## src/rtl/posit_pkg.sv

```systemverilog
// posit_pkg: shared posit parameters, helpers and decoder state encoding
// reused by the decoder, alignment and later arithmetic stages.
package posit_pkg;
   function automatic int log2(input int x);
      int r = 0;
      while ((1 << r) < x) r++;
      return r;
   endfunction
   localparam int N_DEF  = 8;
   localparam int ES_DEF = 3;
   localparam int MANT_W = N_DEF - ES_DEF + 3;
   typedef enum logic [1:0] {
      IDLE    = 2'd0,
      SCAN    = 2'd1,
      EXTRACT = 2'd2,
      DONE    = 2'd3
   } dec_state_e;
endpackage

```

## src/rtl/posit_regime_scanner.sv

```systemverilog
// posit_regime_scanner: walks the regime run of one operand one bit per clock
// and reports the run length and the index where the run ended.
module posit_regime_scanner
   import posit_pkg::*;
#(
   parameter int N  = N_DEF,
   parameter int RS = log2(N_DEF)
) (
   input  logic          clk,
   input  logic          rst_n,
   input  logic          start_i,
   input  logic          special_i,
   input  logic [N-2:0]  rem_i,
   output logic          done_o,
   output logic [RS-1:0] run_o,
   output logic [RS-1:0] term_o
);
   logic          busy_q;
   logic [RS-1:0] idx_q, run_q, term_q;
   logic          match, hit;
   assign match  = rem_i[idx_q] == rem_i[N-2];
   // An exhausted run ends at index 0, which leaves no exponent bits, same as a terminator there
   assign hit    = busy_q && (special_i || !match || idx_q == '0);
   assign done_o = !busy_q || hit;
   assign run_o  = run_q;
   assign term_o = term_q;
   always_ff @(posedge clk) begin
      if (!rst_n) begin
         busy_q <= 1'b0;
         idx_q  <= '0;
         run_q  <= '0;
         term_q <= '0;
      end else if (start_i) begin
         busy_q <= 1'b1;
         idx_q  <= RS'(N - 2);
         run_q  <= '0;
      end else if (busy_q) begin
         if (!special_i && match) run_q <= run_q + RS'(1);
         if (hit) begin
            busy_q <= 1'b0;
            term_q <= idx_q;
         end else begin
            idx_q <= idx_q - RS'(1);
         end
      end
   end
endmodule

```

## src/rtl/posit_operand_decoder.sv

```systemverilog
// posit_operand_decoder: two-operand posit field decoder feeding the adder
// alignment stage; regime runs are scanned serially, fields are registered.
module posit_operand_decoder
   import posit_pkg::*;
#(
   parameter int N  = N_DEF,
   parameter int ES = ES_DEF,
   parameter int RS = log2(N)
) (
   input  logic                clk,
   input  logic                rst_n,
   input  logic                in_valid,
   output logic                in_ready,
   input  logic [N-1:0]        In1,
   input  logic [N-1:0]        In2,
   output logic                out_valid,
   input  logic                out_ready,
   output logic                Sign1,
   output logic                Sign2,
   output logic [N-2:0]        InRemain1,
   output logic [N-2:0]        InRemain2,
   output logic signed [RS:0]  RegimeValue1,
   output logic signed [RS:0]  RegimeValue2,
   output logic [ES-1:0]       Exponent1,
   output logic [ES-1:0]       Exponent2,
   output logic [N-ES+2:0]     Mantissa1,
   output logic [N-ES+2:0]     Mantissa2,
   output logic                IsZero1,
   output logic                IsZero2,
   output logic                IsNaR1,
   output logic                IsNaR2
);
   localparam int MW = N - ES + 3;
   dec_state_e         state_q, state_d;
   logic               accept;
   logic [1:0]         sign_q, zero_q, nar_q, done_w;
   logic [1:0][N-1:0]  in_w;
   logic [1:0][N-2:0]  abs_w, rem_q, sh_w;
   logic [1:0][RS-1:0] run_w, term_w;
   logic [1:0][RS:0]   k_q, k_w;
   logic [1:0][ES-1:0] exp_q, exp_w;
   logic [1:0][MW-1:0] mant_q, mant_w;
   assign in_w      = {In2, In1};
   assign accept    = state_q == IDLE && in_valid;
   assign in_ready  = rst_n && state_q == IDLE;
   assign out_valid = state_q == DONE;
   always_comb begin
      state_d = state_q == IDLE    ? (in_valid ? SCAN : IDLE)
              : state_q == SCAN    ? (&done_w ? EXTRACT : SCAN)
              : state_q == EXTRACT ? DONE
              : (out_ready ? IDLE : DONE);
   end
   for (genvar i = 0; i < 2; i++) begin : g_op
      logic special;
      assign special   = zero_q[i] | nar_q[i];
      assign abs_w[i]  = in_w[i][N-1] ? -in_w[i][N-2:0] : in_w[i][N-2:0];
      // Slide the bits after the terminator up to the MSB: exponent on top, fraction below
      assign sh_w[i]   = rem_q[i] << (RS'(N - 1) - term_w[i]);
      assign k_w[i]    = special ? '0
                       : rem_q[i][N-2] ? {1'b0, run_w[i]} - (RS+1)'(1)
                       : -{1'b0, run_w[i]};
      assign exp_w[i]  = special ? '0 : sh_w[i][N-2 -: ES];
      assign mant_w[i] = special ? '0 : {2'b00, 1'b1, sh_w[i][N-2-ES:0], 1'b0};
      posit_regime_scanner #(.N(N), .RS(RS)) u_scan (
         .clk       (clk),
         .rst_n     (rst_n),
         .start_i   (accept),
         .special_i (special),
         .rem_i     (rem_q[i]),
         .done_o    (done_w[i]),
         .run_o     (run_w[i]),
         .term_o    (term_w[i])
      );
   end
   always_ff @(posedge clk) begin
      if (!rst_n) begin
         state_q <= IDLE;
         sign_q  <= '0;
         zero_q  <= '0;
         nar_q   <= '0;
         rem_q   <= '0;
         k_q     <= '0;
         exp_q   <= '0;
         mant_q  <= '0;
      end else begin
         state_q <= state_d;
         if (accept) begin
            for (int j = 0; j < 2; j++) begin
               sign_q[j] <= in_w[j][N-1];
               rem_q[j]  <= abs_w[j];
               zero_q[j] <= in_w[j] == '0;
               nar_q[j]  <= in_w[j] == {1'b1, {(N-1){1'b0}}};
            end
         end
         if (state_q == EXTRACT) begin
            k_q    <= k_w;
            exp_q  <= exp_w;
            mant_q <= mant_w;
         end
      end
   end
   assign Sign1        = sign_q[0];
   assign Sign2        = sign_q[1];
   assign InRemain1    = rem_q[0];
   assign InRemain2    = rem_q[1];
   assign RegimeValue1 = k_q[0];
   assign RegimeValue2 = k_q[1];
   assign Exponent1    = exp_q[0];
   assign Exponent2    = exp_q[1];
   assign Mantissa1    = mant_q[0];
   assign Mantissa2    = mant_q[1];
   assign IsZero1      = zero_q[0];
   assign IsZero2      = zero_q[1];
   assign IsNaR1       = nar_q[0];
   assign IsNaR2       = nar_q[1];
endmodule

```

## config.mk

```make
export PLATFORM = sky130hd
export DESIGN_NAME = posit_operand_decoder
export DESIGN_NICKNAME = d
export VERILOG_FILES = /design/src/rtl/posit_pkg.sv /design/src/rtl/posit_regime_scanner.sv /design/src/rtl/posit_operand_decoder.sv
export SDC_FILE = /design/constraint.sdc
export NUM_CORES = 1
export LEC_CHECK = 0
export ABC_AREA = 0
export CAP_MARGIN = 20
export CORE_MARGIN = 8
export CORE_UTILIZATION = 35
export DETAILED_ROUTE_END_ITERATION = 7
export HOLD_SLACK_MARGIN = 0.02
export PLACE_DENSITY = 0.63
export SLEW_MARGIN = 5
export SYNTH_ARGS = -nofsm -noshare
export SYNTH_HDL_FRONTEND = slang
export SYNTH_SLANG_ARGS = --single-unit
```

## constraint.sdc

```tcl
create_clock -name clk -period 3.4 [get_ports clk]
set_input_delay 0.51 -clock clk [delete_from_list [all_inputs] [get_ports clk]]
set_output_delay 0.51 -clock clk [all_outputs]
set_load 0.1 [all_outputs]
```

==> results.txt <==
status - finished, final reports clean
Via Count - 3016
most frequent cells in the layout - 66 x dfxtp_1, 61 x clkdlybuf4s50_1, 60 x nor2_1, 47 x nand2_1
Setup Fix Bufs, Post-CTS - 0
worst path required time - 2890 ps
Yosys warning total - 0
final setup fails - 0
fill count - 980
PwrDens - 584 mW/mm2
Max stage delay cell, worst path - clkdlybuf4s50_1
drt wl/cell - 14.1 um
routability cong. - 0.811
worst-skew pair later-pin latency - 340 ps
crit path cell chain - clkdlybuf4s50_1
worst path bufs/invs - 1
RSZ-0062 raised after global routing - false
TritonCTS clock tree - built
initial antenna violation count - 0
peak fanout along the critical path - 7
EDFF count, synth - 0
Synth async-reset ratio - 0
dominant combinational cell family by area after synthesis - simple AND/OR/NAND/NOR gates
Worst Path Arrival - 2040 ps
final hold violations - 0
CP top delay family - buffers and inverters
worst slew pin tran - 1000 ps
Final min period - 2550 ps
Post-Syn Area - 0.00358 mm2
Final #Nets - 504
Die ar. - 0.0137 mm2
CORE AREA - 0.0101 mm2
period utilisation layout - 0.750
Worst slew margin - 0.331
grt ovf - 0
vias in the first global route - 2813
setup tns final - 0 ps
Post-Synth Adder-Cell Area - 0.0420
FF-to-FF Start - InRemain1[6]
Area contributors post-synth - dfxtp_1 37%, nor2_1 6.3%, mux2i_1 5.0%
most common flop cell mapped by yosys - dfxtp_1
skew final - 6.84 ps
leakage power - 0.00170 uW
die width - 117 um
mux cell area share after synthesis - 0.142
Seq/Total Area, Yosys - 0.369
Min-Delay Startpoint - sign_q[1]
crit path kind - reg2out
port buffer count - 65
Seq cells post-synth - 66
Final WS setup - 852 ps
area added between synthesis and finish - 28.4%
Syn Inst Count - 416
Post-Synth Simple-Gate Area - 0.190
share of the synthesized area in the top cell type - 0.369
DRT Wirelength - 8610 um
Synth Area in XOR/XNOR - 0.0563
total clock sinks - 66
1st-pass router iterations - 4
Clock transition at path regs - 80 ps
pre-CTS worst setup slack - 935 ps
crit path capture type - primary output
Finished Core Util - 0.453
Peak VDD IR - 0.327 mV
multi-input logic area - 0.00208 mm2
Critical Path Start - InRemain1[1]
clk buf depth - 2
Initial Util - 0.353
ANT cells - 0
max_cap viols - 0
most common cell after layout, fill and taps aside - dfxtp_1
Post-DP HPWL - 6380 um
Worst Hold Class - reg2reg
CTS resizes - 0
global-route wire length before repair - 13900 um
DR DRC count - 0
Rows - 37
CTS Buf Count - 9
CTS H-tree lvls - 3
Final Max Tran Viols - 0
area leader, netlist - dfxtp_1
GRT Util Overall - 0.129
hold slack final - 463 ps
vias per cell - 4.92
Die Y-Extent - 117 um
fmax - 0.392 GHz
Post-CTS Hold Buffers - 0
largest net degree at the start of global routing - 50
CP peak stage delay - 1200 ps
I/O pin count - 72
clk root buf - clkbuf_8
Reg area - 0.00132 mm2
ratio of cells with drive above 1 in the final layout - 0.105
Worst Setup Start Kind - flip-flop
DR iter-0 viols - 119
Avg Cell Area, Syn - 8.60 um2
Compound-Gate Fraction of Synth Area - 0.145
remaining antenna violation count after routing - 0
Unique masters post-synth - 48
cell families after synthesis:
logic type,count (synthesis)
buffers and inverters,46
multiplexers,37
flip-flops,66
other,1
XOR/XNOR,23
AND/OR/NAND/NOR,152
AO/OA/AOI/OAI,79
adder cells (fa/ha/maj),12
sequential cells by signal (all words and copies together), names as in the netlist, 3 cells and up:
register and flops:
g_op.u_scan.run_o 6, g_op.u_scan.idx_q 6, Mantissa2 5, g_op.u_scan.term_o 6, Mantissa1 5, Exponent2 3
Exponent1 3, InRemain1 7, InRemain2 7, RegimeValue1 4, RegimeValue2 4
Yosys cell counts (11+ instances only):
cell      instances
xor2_1           12
dfxtp_1          66
xnor2_1          11
nor3_1           11
clkbuf_1         21
mux2i_1          18
a211oi_1         11
o21ai_0          16
inv_1            15
a21oi_1          19
nand2_1          47
ha_1             12
nor2_1           60
a22oi_1          19
power breakdown:
| part | switching (uW) | internal [uW] | total, uW |
|---|---|---|---|
| Clock | 308 | 561 | 868 |
| Combinational | 593 | 282 | 875 |
| Sequential | 103 | 839 | 942 |
per-stage QoR:
step	power [uW]	instances	instance area, um2
after floorplan	1630	421	3600
after global placement	1820	597	4330
after detailed placement	1840	597	4330
after CTS	2710	613	4600
after global routing	2820	613	4600
final	2690	613	4600
per-layer routing:
metal | up-vias | part of all wire | track usage
met5 | - | 0 | 0
met4 | 0 | 0.016 | 0.0563
met3 | 10 | 0.052 | 0.0272
met2 | 62 | 0.43 | 0.199
met1 | 1386 | 0.50 | 0.170
li1 | 1558 | - | -
worst paths after layout:
kind                         endpoint  slack (ps)  cells past startpoint
max                      InRemain1[1]         850                      1
max reg2reg  g_op[0].u_scan.term_o[1]        1120                      5
min reg2reg                 sign_q[1]         460                      2
min                         sign_q[1]         460                      2
area by class of cell:
type                    instances  area share
well taps                     136      0.0370
repair buffers                 71       0.152
multi-input cells             309       0.454
inverters                      15      0.0123
clock inverters                 7      0.0308
flip-flops and latches         66       0.288
clock buffers                   9      0.0270
No activity file was read; power rests on OpenSTA's default activity.
